### src/rtl/regfile_arbiter.sv
// Two-requester register-file arbiter.
// A read requester (two source operands) and a write requester (one result)
// share a single two-port register-file access bus. Grants alternate
// round-robin, except that a write whose destination matches a pending read
// source goes first so the read observes the new value.
module regfile_arbiter (
    input  logic        clock,
    input  logic        reset,
    input  logic        rd_req,
    input  logic [4:0]  rd_addr_a,
    input  logic [4:0]  rd_addr_b,
    output logic        rd_done,
    output logic [31:0] rd_data_a,
    output logic [31:0] rd_data_b,
    input  logic        wr_req,
    input  logic [4:0]  wr_addr,
    input  logic [31:0] wr_data,
    output logic        wr_done,
    output logic        rf_rw,
    output logic [2:0]  rf_phase,
    output logic [4:0]  rf_addr1,
    output logic [4:0]  rf_addr2,
    output logic [31:0] rf_wdata1,
    output logic [31:0] rf_wdata2,
    input  logic [31:0] rf_rdata1,
    input  logic [31:0] rf_rdata2
);

    localparam logic [1:0] IDLE     = 2'd0;
    localparam logic [1:0] RD_ISSUE = 2'd1;
    localparam logic [1:0] RD_WAIT  = 2'd2;
    localparam logic [1:0] WR_ISSUE = 2'd3;

    localparam logic [2:0] PHASE_IDLE  = 3'b000;
    localparam logic [2:0] PHASE_READ  = 3'b001;
    localparam logic [2:0] PHASE_WRITE = 3'b010;

    localparam logic LG_READ  = 1'b0;
    localparam logic LG_WRITE = 1'b1;

    // FSM and latched request fields
    logic [1:0]  state_r;
    logic [1:0]  state_nxt_s;
    logic        last_grant_r;
    logic        last_grant_nxt_s;
    logic [4:0]  rd_addr_a_r;
    logic [4:0]  rd_addr_a_nxt_s;
    logic [4:0]  rd_addr_b_r;
    logic [4:0]  rd_addr_b_nxt_s;
    logic [4:0]  wr_addr_r;
    logic [4:0]  wr_addr_nxt_s;
    logic [31:0] wr_data_r;
    logic [31:0] wr_data_nxt_s;

    // Arbitration decision (meaningful only in IDLE)
    logic        conflict_s;
    logic        grant_rd_s;
    logic        grant_wr_s;

    // Registered outputs and their next values
    logic        rd_done_r;
    logic        rd_done_nxt_s;
    logic        wr_done_r;
    logic        wr_done_nxt_s;
    logic        rf_rw_r;
    logic        rf_rw_nxt_s;
    logic [2:0]  rf_phase_r;
    logic [2:0]  rf_phase_nxt_s;
    logic [4:0]  rf_addr1_r;
    logic [4:0]  rf_addr1_nxt_s;
    logic [4:0]  rf_addr2_r;
    logic [4:0]  rf_addr2_nxt_s;
    logic [31:0] rf_wdata1_r;
    logic [31:0] rf_wdata1_nxt_s;
    logic [31:0] rf_wdata2_r;
    logic [31:0] rf_wdata2_nxt_s;

    // Pick a requester in IDLE: a same-register write wins, otherwise round-robin.
    always_comb begin
        conflict_s = (wr_addr == rd_addr_a) || (wr_addr == rd_addr_b);
        grant_rd_s = 1'b0;
        grant_wr_s = 1'b0;
        if (state_r == IDLE) begin
            if (rd_req && wr_req) begin
                if (conflict_s) begin
                    grant_wr_s = 1'b1;
                end else if (last_grant_r == LG_WRITE) begin
                    grant_rd_s = 1'b1;
                end else begin
                    grant_wr_s = 1'b1;
                end
            end else if (rd_req) begin
                grant_rd_s = 1'b1;
            end else if (wr_req) begin
                grant_wr_s = 1'b1;
            end else begin
                grant_rd_s = 1'b0;
                grant_wr_s = 1'b0;
            end
        end else begin
            grant_rd_s = 1'b0;
            grant_wr_s = 1'b0;
        end
    end

    // Next FSM state, latched request fields and round-robin pointer.
    always_comb begin
        state_nxt_s      = state_r;
        last_grant_nxt_s = last_grant_r;
        rd_addr_a_nxt_s  = rd_addr_a_r;
        rd_addr_b_nxt_s  = rd_addr_b_r;
        wr_addr_nxt_s    = wr_addr_r;
        wr_data_nxt_s    = wr_data_r;
        case (state_r)
            IDLE: begin
                if (grant_wr_s) begin
                    state_nxt_s      = WR_ISSUE;
                    wr_addr_nxt_s    = wr_addr;
                    wr_data_nxt_s    = wr_data;
                    last_grant_nxt_s = LG_WRITE;
                end else if (grant_rd_s) begin
                    state_nxt_s      = RD_ISSUE;
                    rd_addr_a_nxt_s  = rd_addr_a;
                    rd_addr_b_nxt_s  = rd_addr_b;
                    last_grant_nxt_s = LG_READ;
                end else begin
                    state_nxt_s = IDLE;
                end
            end
            RD_ISSUE: state_nxt_s = RD_WAIT;
            RD_WAIT:  state_nxt_s = IDLE;
            WR_ISSUE: state_nxt_s = IDLE;
            default:  state_nxt_s = IDLE;
        endcase
    end

    // Decode the register-file bus for the state being entered so outputs come straight from flops.
    always_comb begin
        rd_done_nxt_s   = 1'b0;
        wr_done_nxt_s   = 1'b0;
        rf_rw_nxt_s     = 1'b1;
        rf_phase_nxt_s  = PHASE_IDLE;
        rf_addr1_nxt_s  = 5'd0;
        rf_addr2_nxt_s  = 5'd0;
        rf_wdata1_nxt_s = 32'd0;
        rf_wdata2_nxt_s = 32'd0;
        case (state_nxt_s)
            RD_ISSUE: begin
                rf_phase_nxt_s = PHASE_READ;
                rf_addr1_nxt_s = rd_addr_a_nxt_s;
                rf_addr2_nxt_s = rd_addr_b_nxt_s;
            end
            RD_WAIT: begin
                rd_done_nxt_s = 1'b1;
            end
            WR_ISSUE: begin
                rf_rw_nxt_s     = 1'b0;
                rf_phase_nxt_s  = PHASE_WRITE;
                rf_addr1_nxt_s  = wr_addr_nxt_s;
                rf_addr2_nxt_s  = wr_addr_nxt_s;
                rf_wdata1_nxt_s = wr_data_nxt_s;
                rf_wdata2_nxt_s = wr_data_nxt_s;
                wr_done_nxt_s   = 1'b1;
            end
            IDLE: begin
                rd_done_nxt_s = 1'b0;
            end
            default: begin
                rd_done_nxt_s = 1'b0;
            end
        endcase
    end

    // State, latched fields and output registers; reset aborts any operation in flight.
    always_ff @(posedge clock) begin
        if (reset) begin
            state_r      <= IDLE;
            last_grant_r <= LG_WRITE;
            rd_addr_a_r  <= 5'd0;
            rd_addr_b_r  <= 5'd0;
            wr_addr_r    <= 5'd0;
            wr_data_r    <= 32'd0;
            rd_done_r    <= 1'b0;
            wr_done_r    <= 1'b0;
            rf_rw_r      <= 1'b1;
            rf_phase_r   <= PHASE_IDLE;
            rf_addr1_r   <= 5'd0;
            rf_addr2_r   <= 5'd0;
            rf_wdata1_r  <= 32'd0;
            rf_wdata2_r  <= 32'd0;
        end else begin
            state_r      <= state_nxt_s;
            last_grant_r <= last_grant_nxt_s;
            rd_addr_a_r  <= rd_addr_a_nxt_s;
            rd_addr_b_r  <= rd_addr_b_nxt_s;
            wr_addr_r    <= wr_addr_nxt_s;
            wr_data_r    <= wr_data_nxt_s;
            rd_done_r    <= rd_done_nxt_s;
            wr_done_r    <= wr_done_nxt_s;
            rf_rw_r      <= rf_rw_nxt_s;
            rf_phase_r   <= rf_phase_nxt_s;
            rf_addr1_r   <= rf_addr1_nxt_s;
            rf_addr2_r   <= rf_addr2_nxt_s;
            rf_wdata1_r  <= rf_wdata1_nxt_s;
            rf_wdata2_r  <= rf_wdata2_nxt_s;
        end
    end

    assign rd_done   = rd_done_r;
    assign wr_done   = wr_done_r;
    assign rf_rw     = rf_rw_r;
    assign rf_phase  = rf_phase_r;
    assign rf_addr1  = rf_addr1_r;
    assign rf_addr2  = rf_addr2_r;
    assign rf_wdata1 = rf_wdata1_r;
    assign rf_wdata2 = rf_wdata2_r;

    // The register file returns data during RD_WAIT itself, so the operands
    // are the file's registered outputs gated by the registered done flag.
    assign rd_data_a = rd_done_r ? rf_rdata1 : 32'd0;
    assign rd_data_b = rd_done_r ? rf_rdata2 : 32'd0;

endmodule
### config.mk
export PLATFORM = sky130hd
export DESIGN_NAME = regfile_arbiter
export DESIGN_NICKNAME = d
export VERILOG_FILES = /design/src/rtl/regfile_arbiter.sv
export SDC_FILE = /design/constraint.sdc
export NUM_CORES = 1
export LEC_CHECK = 0
export ABC_AREA = 1
export CORE_MARGIN = 2
export CORE_UTILIZATION = 34
export CTS_BUF_LIST = sky130_fd_sc_hd__clkbuf_16
export DETAILED_ROUTE_END_ITERATION = 10
export PLACE_DENSITY_LB_ADDON = 0.1
export SLEW_MARGIN = 20
export SYNTH_ARGS = -nofsm -noshare
export SYNTH_HDL_FRONTEND = slang
export SYNTH_SLANG_ARGS = --single-unit
### constraint.sdc
create_clock -name clock -period 1.6 [get_ports clock]
set_clock_uncertainty 0.05 [all_clocks]
set_input_delay 0.32 -clock clock [delete_from_list [all_inputs] [get_ports clock]]
set_output_delay 0.32 -clock clock [all_outputs]
set_load 0.03 [all_outputs]
=== Yosys cells after proc, flatten, opt, wreduce, memory -nomap -nowiden ===
Index checks and enable logic that the tools add are counted.
W data, S select, Z words.

* Eq/ne operators: 8
* Mux-type cells: 34
* Bitwise operators: 1
* Reductions and logical operators: 7

{| class="wikitable"
|+ Operator list
! operator !! number
|-
| $mux W32 || 4
|-
| $mux W5 || 8
|-
| $pmux W5 S2 || 2
|-
| $mux W1 || 17
|-
| $eq A5 B5 Y1 || 2
|-
| $eq A2 B2 Y1 const B || 4
|-
| $pmux W2 S3 || 1
|-
| $eq A2 B1 Y1 const B || 2
|-
| $pmux W2 S2 || 1
|-
| $reduce_or A2 Y1 || 2
|-
| $logic_not A2 Y1 || 1
|-
| $mux W2 || 1
|-
| $reduce_and A2 Y1 || 1
|-
| $reduce_bool A2 Y1 || 1
|-
| $logic_and A1 B1 Y1 || 1
|-
| $logic_or A1 B1 Y1 || 1
|-
| $not A1 Y1 || 1
|}

* Flip-flop bits (word level): 98
* Input port bits: 115
* Output and inout port bits: 144
* Word-level logic and storage cells: 63

=== Depth between registers and ports, before layout ===
* Depth after elaboration: 11
* Gate-level depth with buffers: 11
* Depth with buffers taken out: 10

=== Least setup slack after synthesis ===
OpenSTA, ideal clock, no wires.

* Path kind: reg2out
* Start point: register rd_done_r (netlist: rd_done)
* End point: output rd_data_b[10]
* Data arrival time: 1,338 ps
* Required time: 1,230 ps
* Setup slack: -108 ps
* Stages on the path, launching flop included: 5
* Buffers on the path: 2
* Cell sequence: dfxtp_1 clkbuf_1 buf_1 nand2_1 inv_1

* Word-level cells in the longest chain between the ends: 1

{| class="wikitable"
|+ Ends and longest elaborated chain
! what !! RTL line !! RTL
|-
| from (decl) || 61 || <nowiki>logic rd_done_r;</nowiki>
|-
| from (signal assigned) || 198 || <nowiki>rd_done_r <= rd_done_nxt_s;</nowiki>
|-
| $mux W32 || 221 || <nowiki>assign rd_data_b = rd_done_r ? rf_rdata2 : 32'd0;</nowiki>
|-
| to (decl) || 14 || <nowiki>output logic [31:0] rd_data_b,</nowiki>
|}

No other way between the ends.

=== Final worst setup path ===
* Start point: register rd_done_r (netlist: rd_done)
* End point: output rd_data_b[27]

Same word-level chain as after synthesis.

==> flow_metrics.tcl <==
set metrics [dict create \
    comb_power_share_pct 27.5 \
    initial_core_util_pct 34.79 \
    cp-startpoint "rd_done" \
    reg2reg_from "state_r[0]" \
    status "complete, but fails checks" \
    finalSetupViolations 11 \
    routed_via_density 4.626 \
    grt_pass1_wl_um 19040 \
    htreeDepth 3 \
    grt_usage_pct 21.33 \
    syn_avg_cell_area_um2 7.081 \
    synth_edf_count 0 \
    clock_latency_ns 0.32 \
    r2r_end "rf_wdata2[2]" \
    nNetsFinal 854 \
    drc 0 \
    internal_power_mw 4.239 \
    layout.cells.non_filler 879 \
    die_width_um 106.6 \
    holdPathStages 3 \
    worstPathMaxFanout 8 \
    place_worst_setup_slack_ns -0.4889 \
    dp_hpwl_um 8952 \
    grt_overflow 0 \
    utilization_pct 66.69 \
    netlist_instances 505 \
    syn-num-nets 620 \
    rsz0062_at_grt "true" \
    finalCritPeriodShare_pct 103.6 \
    async_reset_ff_share_pct 0 \
    startpoint_type "flip-flop" \
    antenna_found_initial 0 \
    path_class "flip-flop to output port" \
    layout_commonest_cell "clkdlybuf4s50_1" \
    grt_max_degree 34 \
    routed-via-count 4066 \
    ys_types 18 \
    violations "negative setup slack" \
    die_area_mm2 0.01135 \
    cts_max_path_buffers 2 \
    synth-seq-cells 81 \
    core_area_mm2 0.01028 \
    hold_class "primary input to flip-flop" \
    clkPwrFrac_pct 35.9 \
    fill_cells 892 \
    num_rows 37 \
    cp-end-kind "output port" \
    dpl.cell_count 847 \
    power.total_mw 5.932 \
    power_leakage_nw 3.608 \
    switching_share_pct 28.54 \
    wire_per_inst_um 15.63 \
    ys.flop_type "dfxtp_1" \
    ir_drop_mv 0.5610 \
    dr.first_iter.drc_count 132 \
    antenna_cells 0 \
    io_buffers 257 \
    timing.final.crit_period_ns 1.657 \
    final_cell_mix "clkdlybuf4s50_1 (98), nand2_1 (85), dlygate4sd2_1 (85)" \
    drt_pass1_iterations 4 \
    slew_viol_final 0 \
    cts_buffers 9 \
    gp_congestion 0.8010 \
    cap_violations 0 \
    yosysWarnings 0 \
    fin_ws_ns -0.05724 \
    hold_start "rd_addr_a[1]" \
    p_sw_mw 1.693 \
    clock-sinks 81 \
    pin_count 259 \
    path_clk_slew_ns 0.06 \
    critPathArrivalTime_ns 1.29 \
    postRouteAntennaNets 0 \
    ff2ff_path_depth 8 \
    p_seq_share_pct 36.7 \
    rrSetupSlack_ns 0.19 \
    syn_area_mm2 0.003576 \
    drive_gt1_share_pct 29.34 \
    hold_viol 0 \
    synthToLayoutAreaGrowth_pct 91.67 \
    grt_pass1_vias 3883 \
    die_h_um 106.6 \
    cp_data_required_time_ns 1.23 \
    clock-root-buffer "clkbuf_16" \
    yosysSeqAreaShare_pct 45.35 \
    max_freq_ghz 0.6034 \
    cts_tree "yes" \
    whs_endpoint "rf_addr1[1]" \
    power_density_mw_per_mm2 865.5 \
    wirelength_um 13740 \
]
==> worst max path at each step <==
| stage | to | slack (ns) | depth (start not counted) |
|---|---|---|---|
| global route | rd_data_b[27] | -0.08 | 5 |
| CTS | rd_data_b[3] | -0.08 | 4 |
| finish | rd_data_b[27] | -0.06 | 5 |
| detailed placement | rf_wdata2[31] | -0.49 | 12 |
| floorplan | rd_data_a[10] | 0.05 | 4 |
| global placement | rf_wdata2[7] | -0.46 | 10 |
==> power groups by stage <==
stage	combinational, mW	sequential, mW	clock, mW
after floorplan	0.662	2.31	0
after global placement	1.37	2.22	0
after detailed placement	1.38	2.22	0
after CTS	1.45	2.18	2.18
after global routing	1.74	2.19	2.26
final	1.63	2.18	2.13
==> logic make-up (layout without fill, tap and decap cells) <==
kind of cell	Yosys count	after routing	synth area share [%]
DFF	81	81	45.35
other	1	1	0.1049
AOI/OAI and AO/OA	67	67	9.377
buffers and inverters	153	391	21.06
and+or+nand+nor	201	201	23.62
xor gates and xnor gates	2	2	0.4899
==> state kept, by name, summed over array words and instances (netlist names), 2 cells and up <==
name,count
rf_addr1,5
rf_addr2,5
rf_wdata2,32
state_r,2
wr_data_r,32
==> critical path: stages (launching register included) <==
cell	delay, ns
dfxtp_4	0.37
buf_8	0.14
buf_8	0.16
nand2_1	0.07
inv_1	0.09
buf_6	0.13
==> through the flow <==
step | hold slack (ns) | cell area (um2) | TNS (ns)
2_1_floorplan | 0.3497 | 3585 | 0
3_3_place_gp | 0.3508 | 5918 | -33.83
3_5_place_dp | 0.3597 | 5918 | -35.56
4_1_cts | 0.2554 | 6341 | -2.346
5_1_grt | 0.2357 | 6854 | -1.660
6_report | 0.2238 | 6854 | -0.1652
==> cell usage after synthesis (2+ instances only) <==
library cell	number	share of area, %
nand2_1	130	14
clkbuf_1	15	1.6
inv_1	86	9.0
nor2_1	17	1.8
xnor2_1	2	0.49
a21oi_1	67	9.4
buf_2	8	1.1
buf_1	3	0.31
dfxtp_1	81	45
buf_4	35	7.3
nand3_1	47	6.6
buf_6	5	1.6
nand3b_1	4	0.84
==> final cells by class <==
cell class / instances / area, um2 / area share, %
clock buffers: 9 / 225.2 / 3.286
flip-flops and latches: 81 / 1625 / 23.71
well taps: 136 / 170.2 / 2.483
inverters: 87 / 326.6 / 4.765
multi-input cells: 271 / 1385 / 20.21
repair buffers: 289 / 3037 / 44.30
clock inverters: 6 / 85.08 / 1.241
==> layer usage <==
layer,global-route usage (%),vias to the layer above,part of all wire (%)
met3,5.457,33,7.3
met2,39.65,204,51
met5,0,-,0
met1,23.25,1865,38
met4,7.699,0,3.6
li1,-,1964,-
==> timing repair <==
action / 4_1_cts / 5_1_grt
pin swaps: 8 / 3
cloned: 4 / 7
resized for setup: 111 / 168
buffers inserted: 4 / 3
hold buffers: 0 / 0
setup endpoints to repair: 172 / 107
No activity file was read; power rests on OpenSTA's default activity.
